$ cat config.mk
export PLATFORM = sky130hd
export DESIGN_NAME = sdram_init_seq
export DESIGN_NICKNAME = d
export VERILOG_FILES = /design/src/rtl/sdram_init_seq.sv
export SDC_FILE = /design/constraint.sdc
export NUM_CORES = 1
export LEC_CHECK = 0
export BUFFER_PORTS_ARGS = -buffer_cell sky130_fd_sc_hd__buf_2
export CAP_MARGIN = 20
export CORE_ASPECT_RATIO = 1.5
export CORE_UTILIZATION = 35
export DETAILED_ROUTE_END_ITERATION = 16
export PLACE_DENSITY_LB_ADDON = 0.15
export SKIP_CTS_REPAIR_TIMING = 1
export SKIP_LAST_GASP = 1
export SYNTH_ARGS = -nofsm -noshare
export SYNTH_HDL_FRONTEND = slang
export SYNTH_SLANG_ARGS = --single-unit
$ cat constraint.sdc
create_clock -name clk_100m -period 1.98 [get_ports clk_100m]
set_input_delay 0 -clock clk_100m [delete_from_list [all_inputs] [get_ports clk_100m]]
set_output_delay 0 -clock clk_100m [all_outputs]
set_load 0.01 [all_outputs]
$ cat src/rtl/sdram_init_seq.sv
// SDRAM power-up initialisation: power wait, PRECHARGE ALL, AUTO REFRESH burst, LOAD MODE.
// Define SDRAM_INIT_FAST_SIM_EN to shorten the power-up wait to 200 cycles for simulation.
module sdram_init_seq #(
    parameter int unsigned T_POWER  = 20000,
    parameter int unsigned T_RP     = 2,
    parameter int unsigned T_RC     = 7,
    parameter int unsigned T_MRD    = 3,
    parameter int unsigned AREF_NUM = 8
) (
    input  logic        clk_100m,
    input  logic        rstn,
    output logic [3:0]  init_cmd,
    output logic [1:0]  init_bank,
    output logic [12:0] init_addr,
    output logic        init_end
);

`ifdef SDRAM_INIT_FAST_SIM_EN
    localparam int unsigned T_PWR_EFF = 200;
`else
    localparam int unsigned T_PWR_EFF = T_POWER;
`endif

    localparam int unsigned PW   = (T_PWR_EFF > 1) ? $clog2(T_PWR_EFF) : 1;
    localparam int unsigned DMAX = (T_RC > T_RP) ? ((T_RC > T_MRD) ? T_RC : T_MRD)
                                                 : ((T_RP > T_MRD) ? T_RP : T_MRD);
    localparam int unsigned DW   = $clog2(DMAX + 1);
    localparam int unsigned AW   = $clog2(AREF_NUM + 1);

    // Spacing counters end at T-2: one cycle goes to the issue state, one to the
    // wait-state transition, so every spacing parameter must be at least 2.
    localparam logic [PW-1:0] PWR_LAST  = PW'(T_PWR_EFF - 1);
    localparam logic [DW-1:0] RP_LAST   = DW'(T_RP - 2);
    localparam logic [DW-1:0] RC_LAST   = DW'(T_RC - 2);
    localparam logic [DW-1:0] MRD_LAST  = DW'(T_MRD - 2);
    localparam logic [AW-1:0] AREF_LAST = AW'(AREF_NUM);

    localparam logic [3:0]  CMD_NOP  = 4'b0111;
    localparam logic [3:0]  CMD_PRE  = 4'b0010;
    localparam logic [3:0]  CMD_AREF = 4'b0001;
    localparam logic [3:0]  CMD_MRS  = 4'b0000;
    localparam logic [12:0] ADDR_ALL = 13'h1FFF;
    localparam logic [12:0] MODE_VAL = 13'h0037;

    typedef enum logic [2:0] {
        IDLE, PRE, TRP, AREF, TRF, MRS, TMRD, END
    } state_t;

    state_t         state;
    logic [PW-1:0]  pwr_cnt;
    logic [DW-1:0]  dly_cnt;
    logic [AW-1:0]  aref_cnt;

    always_ff @(posedge clk_100m or negedge rstn) begin
        if (!rstn) begin
            state     <= IDLE;
            pwr_cnt   <= '0;
            dly_cnt   <= '0;
            aref_cnt  <= '0;
            init_cmd  <= CMD_NOP;
            init_bank <= 2'b11;
            init_addr <= ADDR_ALL;
            init_end  <= 1'b0;
        end else begin
            init_cmd  <= CMD_NOP;
            init_bank <= 2'b11;
            init_addr <= ADDR_ALL;
            case (state)
                IDLE: begin
                    if (pwr_cnt == PWR_LAST)
                        state <= PRE;
                    else
                        pwr_cnt <= pwr_cnt + 1'b1;
                end
                PRE: begin
                    init_cmd <= CMD_PRE;
                    dly_cnt  <= '0;
                    state    <= TRP;
                end
                TRP: begin
                    if (dly_cnt == RP_LAST)
                        state <= AREF;
                    else
                        dly_cnt <= dly_cnt + 1'b1;
                end
                AREF: begin
                    init_cmd <= CMD_AREF;
                    aref_cnt <= aref_cnt + 1'b1;
                    dly_cnt  <= '0;
                    state    <= TRF;
                end
                TRF: begin
                    if (dly_cnt == RC_LAST)
                        state <= (aref_cnt == AREF_LAST) ? MRS : AREF;
                    else
                        dly_cnt <= dly_cnt + 1'b1;
                end
                MRS: begin
                    init_cmd  <= CMD_MRS;
                    init_bank <= 2'b00;
                    init_addr <= MODE_VAL;
                    dly_cnt   <= '0;
                    state     <= TMRD;
                end
                TMRD: begin
                    if (dly_cnt == MRD_LAST)
                        state <= END;
                    else
                        dly_cnt <= dly_cnt + 1'b1;
                end
                END: begin
                    init_end <= 1'b1;
                end
                default: state <= IDLE;
            endcase
        end
    end

endmodule

### Word level (Yosys, flattened, before mapping)

Cells that the tools add are included.

* eq/ne operators: 18
* reduce and logical (&&, ||, !) cells: 8
* $add $sub $neg: 3
* bitwise logic cells: 1
* mux-type cells: 13

Operators by type and width (number)
* $mux W3: 8
* $pmux W3 S7: 1
* $add A15 B1 Y15 const B: 1
* $eq A15 B15 Y1 const B: 1
* $eq A3 B3 Y1 const B: 5
* $ne A2 B2 Y1 const B: 7
* $mux W13: 1
* $pmux W3 S4: 1
* $pmux W3 S3: 1
* $reduce_bool A7 Y1: 1
* $eq A3 B1 Y1 const B: 2
* $eq A3 B2 Y1 const B: 2
* $logic_not A3 Y1: 2
* $reduce_and A5 Y1: 1
* $add A4 B1 Y4 const B: 1
* $eq A4 B4 Y1 const B: 1
* $reduce_and A4 Y1: 1
* $reduce_bool A4 Y1: 1
* $add A3 B1 Y3 const B: 1
* $reduce_or A3 Y1: 1
* $mux W2: 1
* $reduce_and A2 Y1: 1
* $not A1 Y1: 1

* word-level logic and storage cells: 51
* output and inout port bits: 20
* register bits after elaboration: 45
* bits of input ports: 2

### Longest topological paths before layout

* depth in word-level cells: 4
* gate-level depth with buffers: 6
* depth with buffers taken out: 6

### Least setup slack after synthesis

Ideal clock, no wire load.

* path type: reg2reg
* start: register pwr_cnt[13]
* end: register pwr_cnt[1]
* slack: 0.428 ns
* data required time: 1.855 ns
* setup time: 0.125 ns
* arrival: 1.427 ns
* cell stages (with the launch flop): 5
* cells stage by stage: dfrtp_1 nor4b_1 nand4_1 nand2_1 mux2_2

* word-level cells in the longest chain between the ends: 3

Ends and longest elaborated chain
* start, declared: line 50 `logic [PW-1:0] pwr_cnt;`
* start signal, assigned: line 73 `pwr_cnt <= pwr_cnt + 1'b1;`
* $eq A15 B15 Y1: line 70 `if (pwr_cnt == PWR_LAST)`
* $not A1 Y1 (no source line)
* $reduce_and A2 Y1 (no source line)

Every way passes these cells.
A chain may end at the register's enable or synchronous reset.

### Final worst setup path

* start: register pwr_cnt[8]
* end: register pwr_cnt[1]

Same word-level chain as after synthesis.

==> impl_metrics.toml <==
[global_route]
grt-ovfl-total = 0
grt_start_max_net_pins = 31
grt_pass1_vias = 1126
globalRouteTotalUtil_pct = 13.7
grt_first_pass_wirelength_um = 4990
grt_antenna_before_repair = 0

[synth]
postSynthRegisterBits = 30
synth_warnings = 0
multiplexer_share_of_the_synthesized_area_pct = 2.05
synth_cells = 153
seq_area_frac_synth_pct = 47.7
synth_xor_xnor_area_share_pct = 8.84
adder_and_majority_gate_portion_of_the_synthesized_area_pct = 4.74
syn-cell-area_um2 = 1590
largest_family_of_logic_cells_by_synthesized_area = "simple AND/OR/NAND/NOR gates"
synth_cell_types = 38
synth_area_per_cell_um2 = 10.4
synth-compound-area-share_pct = 8.92
synthSimpleGateAreaFrac_pct = 18.1

[power_and_ir_drop]
power.switching_fraction_pct = 21.2
vdd.ir_drop.worst_mv = 0.337
pwr-share-clk_pct = 44.3
leakage_nw = 0.762
comb_power_share_pct = 1.7
pwr_density_cell_nw_per_um2 = 653
cellInternalPower_mw = 0.895
power.net_switching_mw = 0.241
sequentialPowerShare_pct = 54.0

[sta]
finalClockSkew_ps = 4.16
final.setup.tns_ps = 0
period_needed_ps = 1800
setup_viol_count_final = 0
report.final.slew_viol_count = 0
rsz0062_at_grt = "false"
max_freq_mhz = 557
timing_worst_slew_pin_value_ps = 670
final.period_utilization_pct = 90.7
timing.slew.headroom_pct = 55.4
worst_hold_slack_ps = 287
hold_viol_final = 0

[final_layout]
areaGrowthSynthToFinish_pct = 9.79
filler_cell_count = 428
nets = 174
antenna-diode-count = 0
seq_area_um2 = 756
mostFrequentLayoutCells = "sky130_fd_sc_hd__dfrtp_1, sky130_fd_sc_hd__buf_2, sky130_fd_sc_hd__nand2_1, sky130_fd_sc_hd__xnor2_1, sky130_fd_sc_hd__nand3_1"
mostFrequentLayoutCell = "sky130_fd_sc_hd__dfrtp_1"
multi_input_comb_area_um2 = 698
drive_gt1_share_pct = 21.0

[die]
boundaryPins = 22
start_util_pct = 37.0
die_h_um = 84.4
fp.dieArea_um2 = 4810
site_row_count = 29
fp.coreArea_um2 = 4280
fp.dieW_um = 57.0

[critical_path]
crit_chain = "nor4b_1 -> nand4_1 -> nand2_1 -> mux2_2"
critPathSlowestCell = "sky130_fd_sc_hd__nor4b_1"
critical_path_peak_fanout = 4
critical_path.startpoint_type = "flop"
critical_path.max_stage_delay_ps = 460
cp.required_ps = 2150
crit_type = "reg2reg"
crit_arrival_ps = 1970
launch_point_of_the_worst_path = "pwr_cnt[8]$_DFFE_PN0P_"
category_of_the_worst_setup_path_capture_point = "flop"
rr_worst_depth = 4
worstReg2RegStart = "pwr_cnt[8]$_DFFE_PN0P_"

[cts]
cts_max_level = 2
cts.clk_slew.worst_paths_ps = 60
cts_sinks = 30
clock-root-buffer = "sky130_fd_sc_hd__clkbuf_8"
tritoncts.num_buffers = 5
clk_latency_ps = 280
cts_tree = "done"
cts-root-to-sink-buffers = 2

[outcome]
run_status = "finished, violations left"
failed_checks = "DRC"

[drt]
detail_route.iter0.violations = 28
vias_per_cell = 5.06
antenna_violating_nets_left = 0
first_pass_iters = 10
drc = 2
routed_wirelength_um = 2830
routedWlPerCell_um = 13.3
routed-via-count = 1078

[hold_path]
hp-class = "in2async"

[place]
gpl.final_weighted_congestion = 0.719
io_buffer_count = 15
detailedPlacementHpwl_um = 2010

[run]
timing.max_cap.violations = 0
## logic make-up (layout without fill, tap and decap cells)
logic type,after synthesis,count (layout)
AOI/OAI and AO/OA,21,21
xor gates and xnor gates,16,16
adders and majority gates,6,6
buffers and inverters,24,34
DFF,30,30
muxes,3,3
other,2,6
and+or+nand+nor,51,51
## Yosys cell counts
cell type	count	share of area, %
sky130_fd_sc_hd__o22a_1	1	0.55
sky130_fd_sc_hd__a21o_1	1	0.47
sky130_fd_sc_hd__ha_1	6	4.7
sky130_fd_sc_hd__xor2_1	2	1.1
sky130_fd_sc_hd__a22o_1	1	0.55
sky130_fd_sc_hd__clkbuf_1	3	0.71
sky130_fd_sc_hd__o21ai_0	3	0.95
sky130_fd_sc_hd__or3_4	1	0.71
sky130_fd_sc_hd__a22oi_1	1	0.47
sky130_fd_sc_hd__inv_1	6	1.4
sky130_fd_sc_hd__o21a_1	1	0.47
sky130_fd_sc_hd__xnor2_1	14	7.7
sky130_fd_sc_hd__o21bai_1	1	0.47
sky130_fd_sc_hd__nand2_1	14	3.3
sky130_fd_sc_hd__nand3b_1	1	0.47
sky130_fd_sc_hd__buf_4	15	7.1
sky130_fd_sc_hd__mux2i_1	1	0.63
sky130_fd_sc_hd__o2bb2ai_1	1	0.55
sky130_fd_sc_hd__nor2b_1	1	0.39
sky130_fd_sc_hd__and4_1	2	1.1
sky130_fd_sc_hd__nor3_1	2	0.63
sky130_fd_sc_hd__a31o_2	1	0.55
sky130_fd_sc_hd__o22ai_1	1	0.39
sky130_fd_sc_hd__dfrtp_1	26	41
sky130_fd_sc_hd__dfstp_2	4	6.6
sky130_fd_sc_hd__nor4b_1	2	1.1
sky130_fd_sc_hd__mux2_2	2	1.4
sky130_fd_sc_hd__nand3_1	9	2.8
sky130_fd_sc_hd__o2111ai_1	2	1.1
sky130_fd_sc_hd__nand4_1	4	1.6
sky130_fd_sc_hd__nor2_1	6	1.4
sky130_fd_sc_hd__a21boi_0	1	0.47
sky130_fd_sc_hd__nor4_4	1	1.3
sky130_fd_sc_hd__and3_1	4	1.6
sky130_fd_sc_hd__nand2b_1	3	1.2
sky130_fd_sc_hd__a21oi_1	6	1.9
sky130_fd_sc_hd__and2_1	1	0.39
sky130_fd_sc_hd__conb_1	2	0.47
## routing by layer
metal  up-vias  wire length (µm)  global-route usage [%]  share of wire [%]
li1        529                 -                       -                  -
met1       528              1170                    14.4                 41
met2        12              1510                    23.2                 53
met3         9                54                    3.24                1.9
met4         0                95                    10.2                3.4
met5         -                 0                       0                  0
## worst max-delay path, delay by kind of cell (launching register included)
family           cells  cell delay [ps]
DFF                  1              410
muxes                1              340
and+or+nand+nor      3              930
## worst paths after layout
kind | endpoint | slack [ps]
min in group clk_100m | init_end$_DFFE_PN0N_ | 470
max reg2reg | pwr_cnt[1]$_DFFE_PN0P_ | 180
max in group asynchronous | pwr_cnt[3]$_DFFE_PN0P_ | 1260
min reg2reg | init_end$_DFFE_PN0N_ | 470
max | pwr_cnt[1]$_DFFE_PN0P_ | 180
min | pwr_cnt[10]$_DFFE_PN0P_ | 290
## per-stage QoR
| stage | worst slack (ps) | area (µm²) | instances | utilization, % | total power, mW |
|---|---|---|---|---|---|
| after global placement | 238 | 1640 | 204 | 38.3 | 0.642 |
| after global routing | 15.1 | 1740 | 213 | 40.6 | 1.19 |
| after floorplan | 428 | 1600 | 157 | - | 0.638 |
| after detailed placement | 210 | 1640 | 204 | 38.3 | 0.643 |
| after CTS | 203 | 1730 | 212 | 40.4 | 1.15 |
| final | 184 | 1740 | 213 | 40.6 | 1.14 |
## layout make-up
class | instances | share of cell area, %
Inverter | 6 | 1.29
Multi-Input combinational cell | 103 | 40.1
Timing Repair Buffer | 20 | 6.61
Clock inverter | 1 | 0.288
Sequential cell | 30 | 43.4
Clock buffer | 7 | 4.96
Tap cell | 46 | 3.31
## power by group through the flow
stage                     clock network (mW)  logic (mW)  registers [mW]
final                                  0.504      0.0189           0.614
after global routing                   0.550      0.0223           0.613
after global placement                     0      0.0180           0.624
after floorplan                            0      0.0137           0.625
after CTS                              0.521      0.0186           0.613
after detailed placement                   0      0.0186           0.624
## sequential cells by signal (all words and copies together) (netlist names)
| register | cells |
|---|---|
| aref_cnt | 4 |
| dly_cnt | 3 |
| init_bank | 1 |
| init_cmd | 3 |
| init_end | 1 |
| pwr_cnt | 15 |
| state | 3 |
Note: power is estimated with default switching activity, not from simulation.
